===== src/rtl/snn_presentation_ctrl_if.sv =====
// rtl/snn_presentation_ctrl_if.sv - signal bundle between sample loader, presentation controller and neuron array
interface snn_presentation_ctrl_if #(
  parameter int N_NEURONS = 8,
  parameter int IDX_W     = 3,
  parameter int CNT_W     = 16
);
  logic                 start;
  logic                 busy;
  logic                 done;
  logic                 layer_rst;
  logic                 step_en;
  logic [N_NEURONS-1:0] spike_in;
  logic [N_NEURONS-1:0] inh_out;
  logic [15:0]          step_idx;
  logic [IDX_W-1:0]     winner;
  logic [CNT_W-1:0]     winner_count;
  logic                 winner_valid;

  modport master (
    input  start, spike_in,
    output busy, done, layer_rst, step_en, inh_out, step_idx,
           winner, winner_count, winner_valid
  );

  modport slave (
    output start, spike_in,
    input  busy, done, layer_rst, step_en, inh_out, step_idx,
           winner, winner_count, winner_valid
  );
endinterface


===== src/rtl/snn_presentation_ctrl.sv =====
// rtl/snn_presentation_ctrl.sv - one sample presentation: timestep enables, spike counting, WTA inhibition, argmax, rest
module snn_presentation_ctrl #(
  parameter int N_NEURONS   = 8,
  parameter int IDX_W       = 3,
  parameter int T_WINDOW    = 250,
  parameter int STEP_CYCLES = 23,
  parameter int REST_STEPS  = 10,
  parameter int CNT_W       = 16
) (
  input  logic clk,
  input  logic rst,
  snn_presentation_ctrl_if.master bus
);
  localparam int REST_CYC  = REST_STEPS * STEP_CYCLES;
  localparam int REST_LAST = (REST_CYC > 0) ? REST_CYC - 1 : 0;
  localparam int PH_W      = $clog2(STEP_CYCLES);
  localparam int RST_W     = (REST_CYC > 1) ? $clog2(REST_CYC) : 1;
  localparam logic [CNT_W-1:0] CNT_MAX = '1;

  typedef enum logic [2:0] {
    S_IDLE, S_CLEAR, S_RUN, S_DRAIN, S_ARGMAX, S_REST, S_DONE
  } state_t;

  state_t               r_state, w_next;
  logic [PH_W-1:0]      r_ph;
  logic [RST_W-1:0]     r_rest;
  logic [15:0]          r_step_idx;
  logic                 r_strobe;
  logic [CNT_W-1:0]     r_cnt [N_NEURONS];
  logic [N_NEURONS-1:0] r_inh;
  logic [IDX_W-1:0]     r_scan, r_max_idx, r_winner;
  logic [CNT_W-1:0]     r_max_cnt, r_winner_count;
  logic                 r_winner_valid;

  logic                 w_step_en, w_last_step, w_scan_last, w_rest_last, w_cand_gt;
  logic [IDX_W-1:0]     w_best_idx;
  logic [CNT_W-1:0]     w_best_cnt;

  assign w_step_en   = (r_state == S_RUN) && (r_ph == PH_W'(STEP_CYCLES - 1));
  assign w_last_step = w_step_en && (r_step_idx == 16'(T_WINDOW - 1));
  assign w_scan_last = (r_scan == IDX_W'(N_NEURONS - 1));
  assign w_rest_last = (r_rest == RST_W'(REST_LAST));
  // Strictly-greater compare keeps the lowest index on ties
  assign w_cand_gt   = (r_cnt[r_scan] > r_max_cnt);
  assign w_best_cnt  = w_cand_gt ? r_cnt[r_scan] : r_max_cnt;
  assign w_best_idx  = w_cand_gt ? r_scan : r_max_idx;

  always_ff @(posedge clk) begin
    if (rst) begin
      r_state        <= S_IDLE;
      r_ph           <= '0;
      r_rest         <= '0;
      r_step_idx     <= '0;
      r_strobe       <= 1'b0;
      r_inh          <= '0;
      r_scan         <= '0;
      r_max_idx      <= '0;
      r_max_cnt      <= '0;
      r_winner       <= '0;
      r_winner_count <= '0;
      r_winner_valid <= 1'b0;
      for (int i = 0; i < N_NEURONS; i++) r_cnt[i] <= '0;
    end else begin
      r_state  <= w_next;
      r_strobe <= w_step_en;
      case (r_state)
        S_CLEAR: begin
          r_ph           <= '0;
          r_step_idx     <= '0;
          r_inh          <= '0;
          r_winner       <= '0;
          r_winner_count <= '0;
          r_winner_valid <= 1'b0;
          for (int i = 0; i < N_NEURONS; i++) r_cnt[i] <= '0;
        end
        S_RUN: begin
          r_ph <= w_step_en ? '0 : r_ph + PH_W'(1);
          if (w_step_en && !w_last_step) r_step_idx <= r_step_idx + 16'd1;
        end
        S_DRAIN: begin
          r_scan    <= '0;
          r_max_cnt <= '0;
          r_max_idx <= '0;
        end
        S_ARGMAX: begin
          r_scan    <= r_scan + IDX_W'(1);
          r_max_cnt <= w_best_cnt;
          r_max_idx <= w_best_idx;
          r_rest    <= '0;
          if (w_scan_last) begin
            r_winner       <= w_best_idx;
            r_winner_count <= w_best_cnt;
            r_winner_valid <= (w_best_cnt != '0);
          end
        end
        S_REST:  r_rest <= r_rest + RST_W'(1);
        default: ;
      endcase

      // The strobe trails step_en by one cycle to line up with the array's registered spikes
      if (r_strobe && (r_state == S_RUN || r_state == S_DRAIN)) begin
        for (int i = 0; i < N_NEURONS; i++)
          if (bus.spike_in[i] && r_cnt[i] != CNT_MAX) r_cnt[i] <= r_cnt[i] + CNT_W'(1);
        r_inh <= (bus.spike_in != '0) ? ~bus.spike_in : '0;
      end
    end
  end

  always_comb begin
    w_next = r_state;
    case (r_state)
      S_IDLE:   if (bus.start) w_next = S_CLEAR;
      S_CLEAR:  w_next = S_RUN;
      S_RUN:    if (w_last_step) w_next = S_DRAIN;
      S_DRAIN:  w_next = S_ARGMAX;
      S_ARGMAX: if (w_scan_last) w_next = (REST_CYC > 0) ? S_REST : S_DONE;
      S_REST:   if (w_rest_last) w_next = S_DONE;
      S_DONE:   w_next = S_IDLE;
      default:  w_next = S_IDLE;
    endcase

    bus.busy         = (r_state != S_IDLE);
    bus.done         = (r_state == S_DONE);
    bus.layer_rst    = (r_state == S_CLEAR) || (r_state == S_REST);
    bus.step_en      = w_step_en;
    bus.inh_out      = (r_state == S_RUN || r_state == S_DRAIN) ? r_inh : '0;
    bus.step_idx     = r_step_idx;
    bus.winner       = r_winner;
    bus.winner_count = r_winner_count;
    bus.winner_valid = r_winner_valid;
  end
endmodule


===== src/flat_wrapper.sv =====
// flat-port wrapper written by rule: the top's interface ports become plain ports
module snn_presentation_ctrl_flat 
#(
  parameter int N_NEURONS   = 8,
  parameter int IDX_W       = 3,
  parameter int T_WINDOW    = 250,
  parameter int STEP_CYCLES = 23,
  parameter int REST_STEPS  = 10,
  parameter int CNT_W       = 16
)
  (clk, rst, bus_start, bus_spike_in, bus_busy, bus_done, bus_layer_rst, bus_step_en, bus_inh_out, bus_step_idx, bus_winner, bus_winner_count, bus_winner_valid);
  snn_presentation_ctrl_if #(.N_NEURONS(N_NEURONS), .IDX_W(IDX_W), .CNT_W(CNT_W)) bus_i ();
  input  logic clk;
  input  logic rst;
  input wire logic [$bits(bus_i.start)-1:0] bus_start;
  input wire logic [$bits(bus_i.spike_in)-1:0] bus_spike_in;
  output wire logic [$bits(bus_i.busy)-1:0] bus_busy;
  output wire logic [$bits(bus_i.done)-1:0] bus_done;
  output wire logic [$bits(bus_i.layer_rst)-1:0] bus_layer_rst;
  output wire logic [$bits(bus_i.step_en)-1:0] bus_step_en;
  output wire logic [$bits(bus_i.inh_out)-1:0] bus_inh_out;
  output wire logic [$bits(bus_i.step_idx)-1:0] bus_step_idx;
  output wire logic [$bits(bus_i.winner)-1:0] bus_winner;
  output wire logic [$bits(bus_i.winner_count)-1:0] bus_winner_count;
  output wire logic [$bits(bus_i.winner_valid)-1:0] bus_winner_valid;
  assign bus_i.start = bus_start;
  assign bus_i.spike_in = bus_spike_in;
  assign bus_busy = bus_i.busy;
  assign bus_done = bus_i.done;
  assign bus_layer_rst = bus_i.layer_rst;
  assign bus_step_en = bus_i.step_en;
  assign bus_inh_out = bus_i.inh_out;
  assign bus_step_idx = bus_i.step_idx;
  assign bus_winner = bus_i.winner;
  assign bus_winner_count = bus_i.winner_count;
  assign bus_winner_valid = bus_i.winner_valid;
  snn_presentation_ctrl #(.N_NEURONS(N_NEURONS), .IDX_W(IDX_W), .T_WINDOW(T_WINDOW), .STEP_CYCLES(STEP_CYCLES), .REST_STEPS(REST_STEPS), .CNT_W(CNT_W)) u_core (.clk(clk), .rst(rst), .bus(bus_i));
endmodule

===== config.mk =====
export PLATFORM = sky130hd
export DESIGN_NAME = snn_presentation_ctrl_flat
export DESIGN_NICKNAME = d
export VERILOG_FILES = /design/src/rtl/snn_presentation_ctrl_if.sv /design/src/rtl/snn_presentation_ctrl.sv /design/src/flat_wrapper.sv
export SDC_FILE = /design/constraint.sdc
export NUM_CORES = 1
export LEC_CHECK = 0
export ABC_AREA = 0
export BUFFER_PORTS_ARGS = -buffer_cell sky130_fd_sc_hd__buf_2
export CORE_MARGIN = 8
export CORE_UTILIZATION = 30
export CTS_BUF_LIST = sky130_fd_sc_hd__clkbuf_4 sky130_fd_sc_hd__clkbuf_8
export CTS_CLUSTER_SIZE = 30
export DETAILED_ROUTE_END_ITERATION = 16
export MAX_ROUTING_LAYER = met4
export PLACE_DENSITY = 0.55
export SYNTH_ARGS = -nofsm -noshare
export SYNTH_HDL_FRONTEND = slang
export SYNTH_SLANG_ARGS = --single-unit

===== constraint.sdc =====
create_clock -name clk -period 5.09 [get_ports clk]
set_clock_uncertainty 0.1 [all_clocks]
set_input_delay 0 -clock clk [delete_from_list [all_inputs] [get_ports clk]]
set_output_delay 0 -clock clk [all_outputs]
set_load 0.005 [all_outputs]

==> flow_summary.toml <==
[outcome]
outcome = "finished, final reports clean"

[setup_path]
r2r-end = "u_core.r_max_cnt[5]$_SDFFE_PP0N_"
max_stage_delay_ns = 1.01
required_ns = 5.39
crit_fanout = 47
end_kind = "register"
r2r_slack_ns = 0.88
crit_end = "u_core.r_max_cnt[5]$_SDFFE_PP0N_"
crit_slowest_cell = "dfxtp_2"
crit_arrival_ns = 4.51
ff2ff_path_depth = 9
critPathKind = "register to register"
crit_chain = "mux4_2 > mux2_2 > ha_1 > nand4_1 > a2111o_1 > a31oi_1 > buf_4 > nand3b_1 > a21oi_1"
critPathLaunchType = "register"

[drt]
vias_per_cell = 5.14
drc = 0
num_vias = 9619
drtIter0Drc = 699
detail-route-antenna-nets = 0
wire_per_inst_um = 17.7
dr.pass1.iters = 5
drt_wl_total_um = 33000

[pwr]
power_frac_seq = 0.510
combPwrFrac = 0.064
irDropWorstVdd_uv = 138
switching_power_w = 0.00101
p_sw_frac = 0.258
internal_power_w = 0.00291
p_clk_frac = 0.427
pwr_density_cell_nw_per_um2 = 286
leakage_nw = 4.79

[logic_synthesis]
synth-edff-count = 112
netlist_instances = 1248
ys_types = 63
ys_seq_area_frac = 0.452
synth_top_family_by_area = "simple AND/OR/NAND/NOR gates"
syn_area_per_cell_um2 = 9.57
synth-seq-cells = 214
synth_area_um2 = 11900
syn_nets = 1291
yosys.area_share.simple = 0.237
muxShareOfSynthArea = 0.0851
ys.warnings.count = 0
synth_flop_cell = "edfxtp_1"
ys_async_sr_fraction = 0
synth-compound-area-share = 0.0752
synth_fa_ha_area_frac = 0.0335
synth_xor_area_frac = 0.0872

[clocking]
numCtsBuffers = 39
post_cts_resized = 0
path_clk_slew_ns = 0.06
h-tree-depth = 2
clkSinkCount = 214
cts_root_buf = "clkbuf_8"
clock_latency_ns = 0.56
cts_tree = "done"
clk_path_buf_depth = 3
postCtsSetupBuffers = 0

[placed_design]
pre_cts_ws_ns = 0.935
place_hpwl_um = 23500
gp_congestion = 0.859
io_buffers = 58
placed_area_um2 = 12800

[flow_run]
maxCapViolCount = 0

[global_route]
gr-total-overflow = 0
grtUsageMet1 = 0.188
top_usage_layer = "met2"
use_met2 = 0.216
grt_usage = 0.143
grt_max_degree = 48
met3_usage = 0.0302
antenna_found_initial = 0
grt_pass1_vias = 9279
grt_pass1_wl_um = 52700

[cells_and_area]
fill_cells = 3995
drive_gt1_frac = 0.140
final_util = 0.347
antennaDiodeCount = 0
syn_to_final_growth_pct = 14.8
multi_input_area_um2 = 6210
nNetsFinal = 1361
fin_area_um2 = 13700
seq_area_um2 = 5410

[sta]
fin_tns_setup_ns = 0
drv_slew = 0
fmax_mhz = 238
hold_violations = 0
slew_headroom = 0.274
whs_ns = 0.282
fin_crit_ns = 4.21
tightest_slew_ns = 1.09
setup_ws_ns = 0.885
period_share = 0.826
rsz0062_at_grt = "no"
finalSetupViolations = 0

[die]
die_h_um = 216
ios = 59
rows = 73
die_area_um2 = 46500
initial_core_util = 0.302
coreArea_um2 = 39500
die_w_um = 216

[min_path]
hold_path_class = "input pin to register"
[cell usage in the layout, fill, tap and decap left out, types with 21 or more instances in the layout]
cell / count
inv_1: 36
ha_1: 32
clkbuf_8: 42
xnor2_1: 44
o21ai_0: 33
xor2_1: 75
nand3_1: 87
buf_2: 58
and3_1: 31
nor2_1: 200
nand2_1: 106
dfxtp_1: 100
nor4_1: 27
nand3b_1: 21
mux2i_1: 30
nand4_1: 27
edfxtp_1: 112
mux4_2: 22
a21oi_1: 60
[stage by stage]
| step | instances | total power (W) |
|---|---|---|
| 3_3_place_gp | 1788 | 0.00228 |
| 6_report | 1872 | 0.00393 |
| 5_1_grt | 1872 | 0.00409 |
| 3_5_place_dp | 1788 | 0.00228 |
| 4_1_cts | 1872 | 0.00397 |
| 2_1_floorplan | 1248 | 0.00216 |
[layout make-up]
| type | instances | share of cell area |
|---|---|---|
| clock buffers | 58 | 0.0509 |
| clock inverters | 12 | 0.00639 |
| inverters | 36 | 0.00986 |
| multi-input cells | 945 | 0.453 |
| flip-flops and latches | 214 | 0.394 |
| well taps | 525 | 0.0479 |
| repair buffers | 82 | 0.0378 |
[cell families (layout without fill, tap and decap cells)]
family / count (synthesis) / in the layout
simple gates: 579 / 579
flops: 214 / 214
compound gates: 146 / 146
xor+xnor: 119 / 119
buf+inv: 89 / 188
mux: 69 / 69
fa+ha+maj: 32 / 32
[state kept, by name, summed over array words and instances, names as in the netlist, named ones only]
register,cells
u_core.bus.step_idx,16
u_core.bus.winner,3
u_core.bus.winner_count,16
u_core.bus.winner_valid,1
u_core.r_cnt,128
u_core.r_inh,8
u_core.r_max_cnt,16
u_core.r_max_idx,3
u_core.r_ph,5
u_core.r_rest,8
u_core.r_scan,3
u_core.r_state,3
u_core.r_strobe,1
[worst max-delay path: cells and delay by family (launching register included)]
kind / cells / cell delay, ns
AND/OR/NAND/NOR: 2 / 0.32
multiplexers: 2 / 0.92
buffers and inverters: 1 / 0.28
flip-flops: 1 / 1.01
adder cells (fa/ha/maj): 1 / 0.32
AO/OA/AOI/OAI: 3 / 1.09
[power by group through the flow]
stage / logic [W] / clock network (W) / registers [W]
detailed placement: 0.000243 / 0 / 0.00203
floorplan: 0.000180 / 0 / 0.00198
finish: 0.000250 / 0.00168 / 0.00200
global route: 0.000276 / 0.00180 / 0.00201
CTS: 0.000251 / 0.00173 / 0.00200
global placement: 0.000242 / 0 / 0.00203
[per-layer routing]
| layer | vias to the layer above | wire, um |
|---|---|---|
| met5 | - | 0 |
| met4 | 0 | 1010 |
| met3 | 69 | 2020 |
| met2 | 276 | 14700 |
| met1 | 4626 | 15300 |
| li1 | 4648 | - |
[cell usage after synthesis (3+ instances only)]
| cell | number | area (um2) |
|---|---|---|
| edfxtp_1 | 112 | 3360 |
| o21ai_0 | 34 | 170 |
| mux4_2 | 22 | 495 |
| mux2i_1 | 30 | 300 |
| clkbuf_1 | 37 | 139 |
| xor2_1 | 75 | 657 |
| inv_1 | 36 | 135 |
| a21o_1 | 3 | 22.5 |
| o211ai_1 | 3 | 22.5 |
| a31o_2 | 8 | 70.1 |
| and4_1 | 13 | 114 |
| nor4_1 | 27 | 169 |
| or3_1 | 13 | 81.3 |
| a41o_1 | 3 | 30.0 |
| nand3_1 | 87 | 435 |
| nor2_1 | 200 | 751 |
| a21oi_1 | 60 | 300 |
| or2_2 | 3 | 18.8 |
| nand2_1 | 106 | 398 |
| a31oi_1 | 6 | 37.5 |
| a211oi_1 | 9 | 67.6 |
| buf_2 | 10 | 50.1 |
| nand2b_1 | 3 | 18.8 |
| nand3b_1 | 21 | 158 |
| and2_1 | 12 | 75.1 |
| ha_1 | 32 | 400 |
| nor3_1 | 12 | 60.1 |
| mux2_2 | 14 | 158 |
| nand4_1 | 27 | 169 |
| nor3b_1 | 5 | 37.5 |
| xnor2_1 | 44 | 385 |
| buf_1 | 5 | 18.8 |
| and3_1 | 31 | 194 |
| a22oi_1 | 3 | 22.5 |
| dfxtp_1 | 102 | 2040 |
| nor2b_1 | 8 | 50.1 |
[what timing repair did]
| item | 4_1_cts | 5_1_grt |
|---|---|---|
| endpoints found under the setup margin | 0 | 0 |
| hold endpoints to repair | 52 | 0 |
| hold buffers | 14 | 0 |
[worst min path at each step]
| stage | startpoint | end | depth (start not counted) |
|---|---|---|---|
| 3_3_place_gp | bus_spike_in[6] | u_core.r_inh[6]$_SDFFE_PP0P_ | 4 |
| 2_1_floorplan | bus_spike_in[0] | u_core.r_inh[0]$_SDFFE_PP0P_ | 3 |
| 3_5_place_dp | bus_spike_in[6] | u_core.r_inh[6]$_SDFFE_PP0P_ | 4 |
| 6_report | bus_spike_in[0] | u_core.r_inh[0]$_SDFFE_PP0P_ | 5 |
| 4_1_cts | bus_spike_in[0] | u_core.r_inh[0]$_SDFFE_PP0P_ | 5 |
| 5_1_grt | bus_spike_in[1] | u_core.r_inh[1]$_SDFFE_PP0P_ | 5 |
Power figures use the tool's default switching activity.
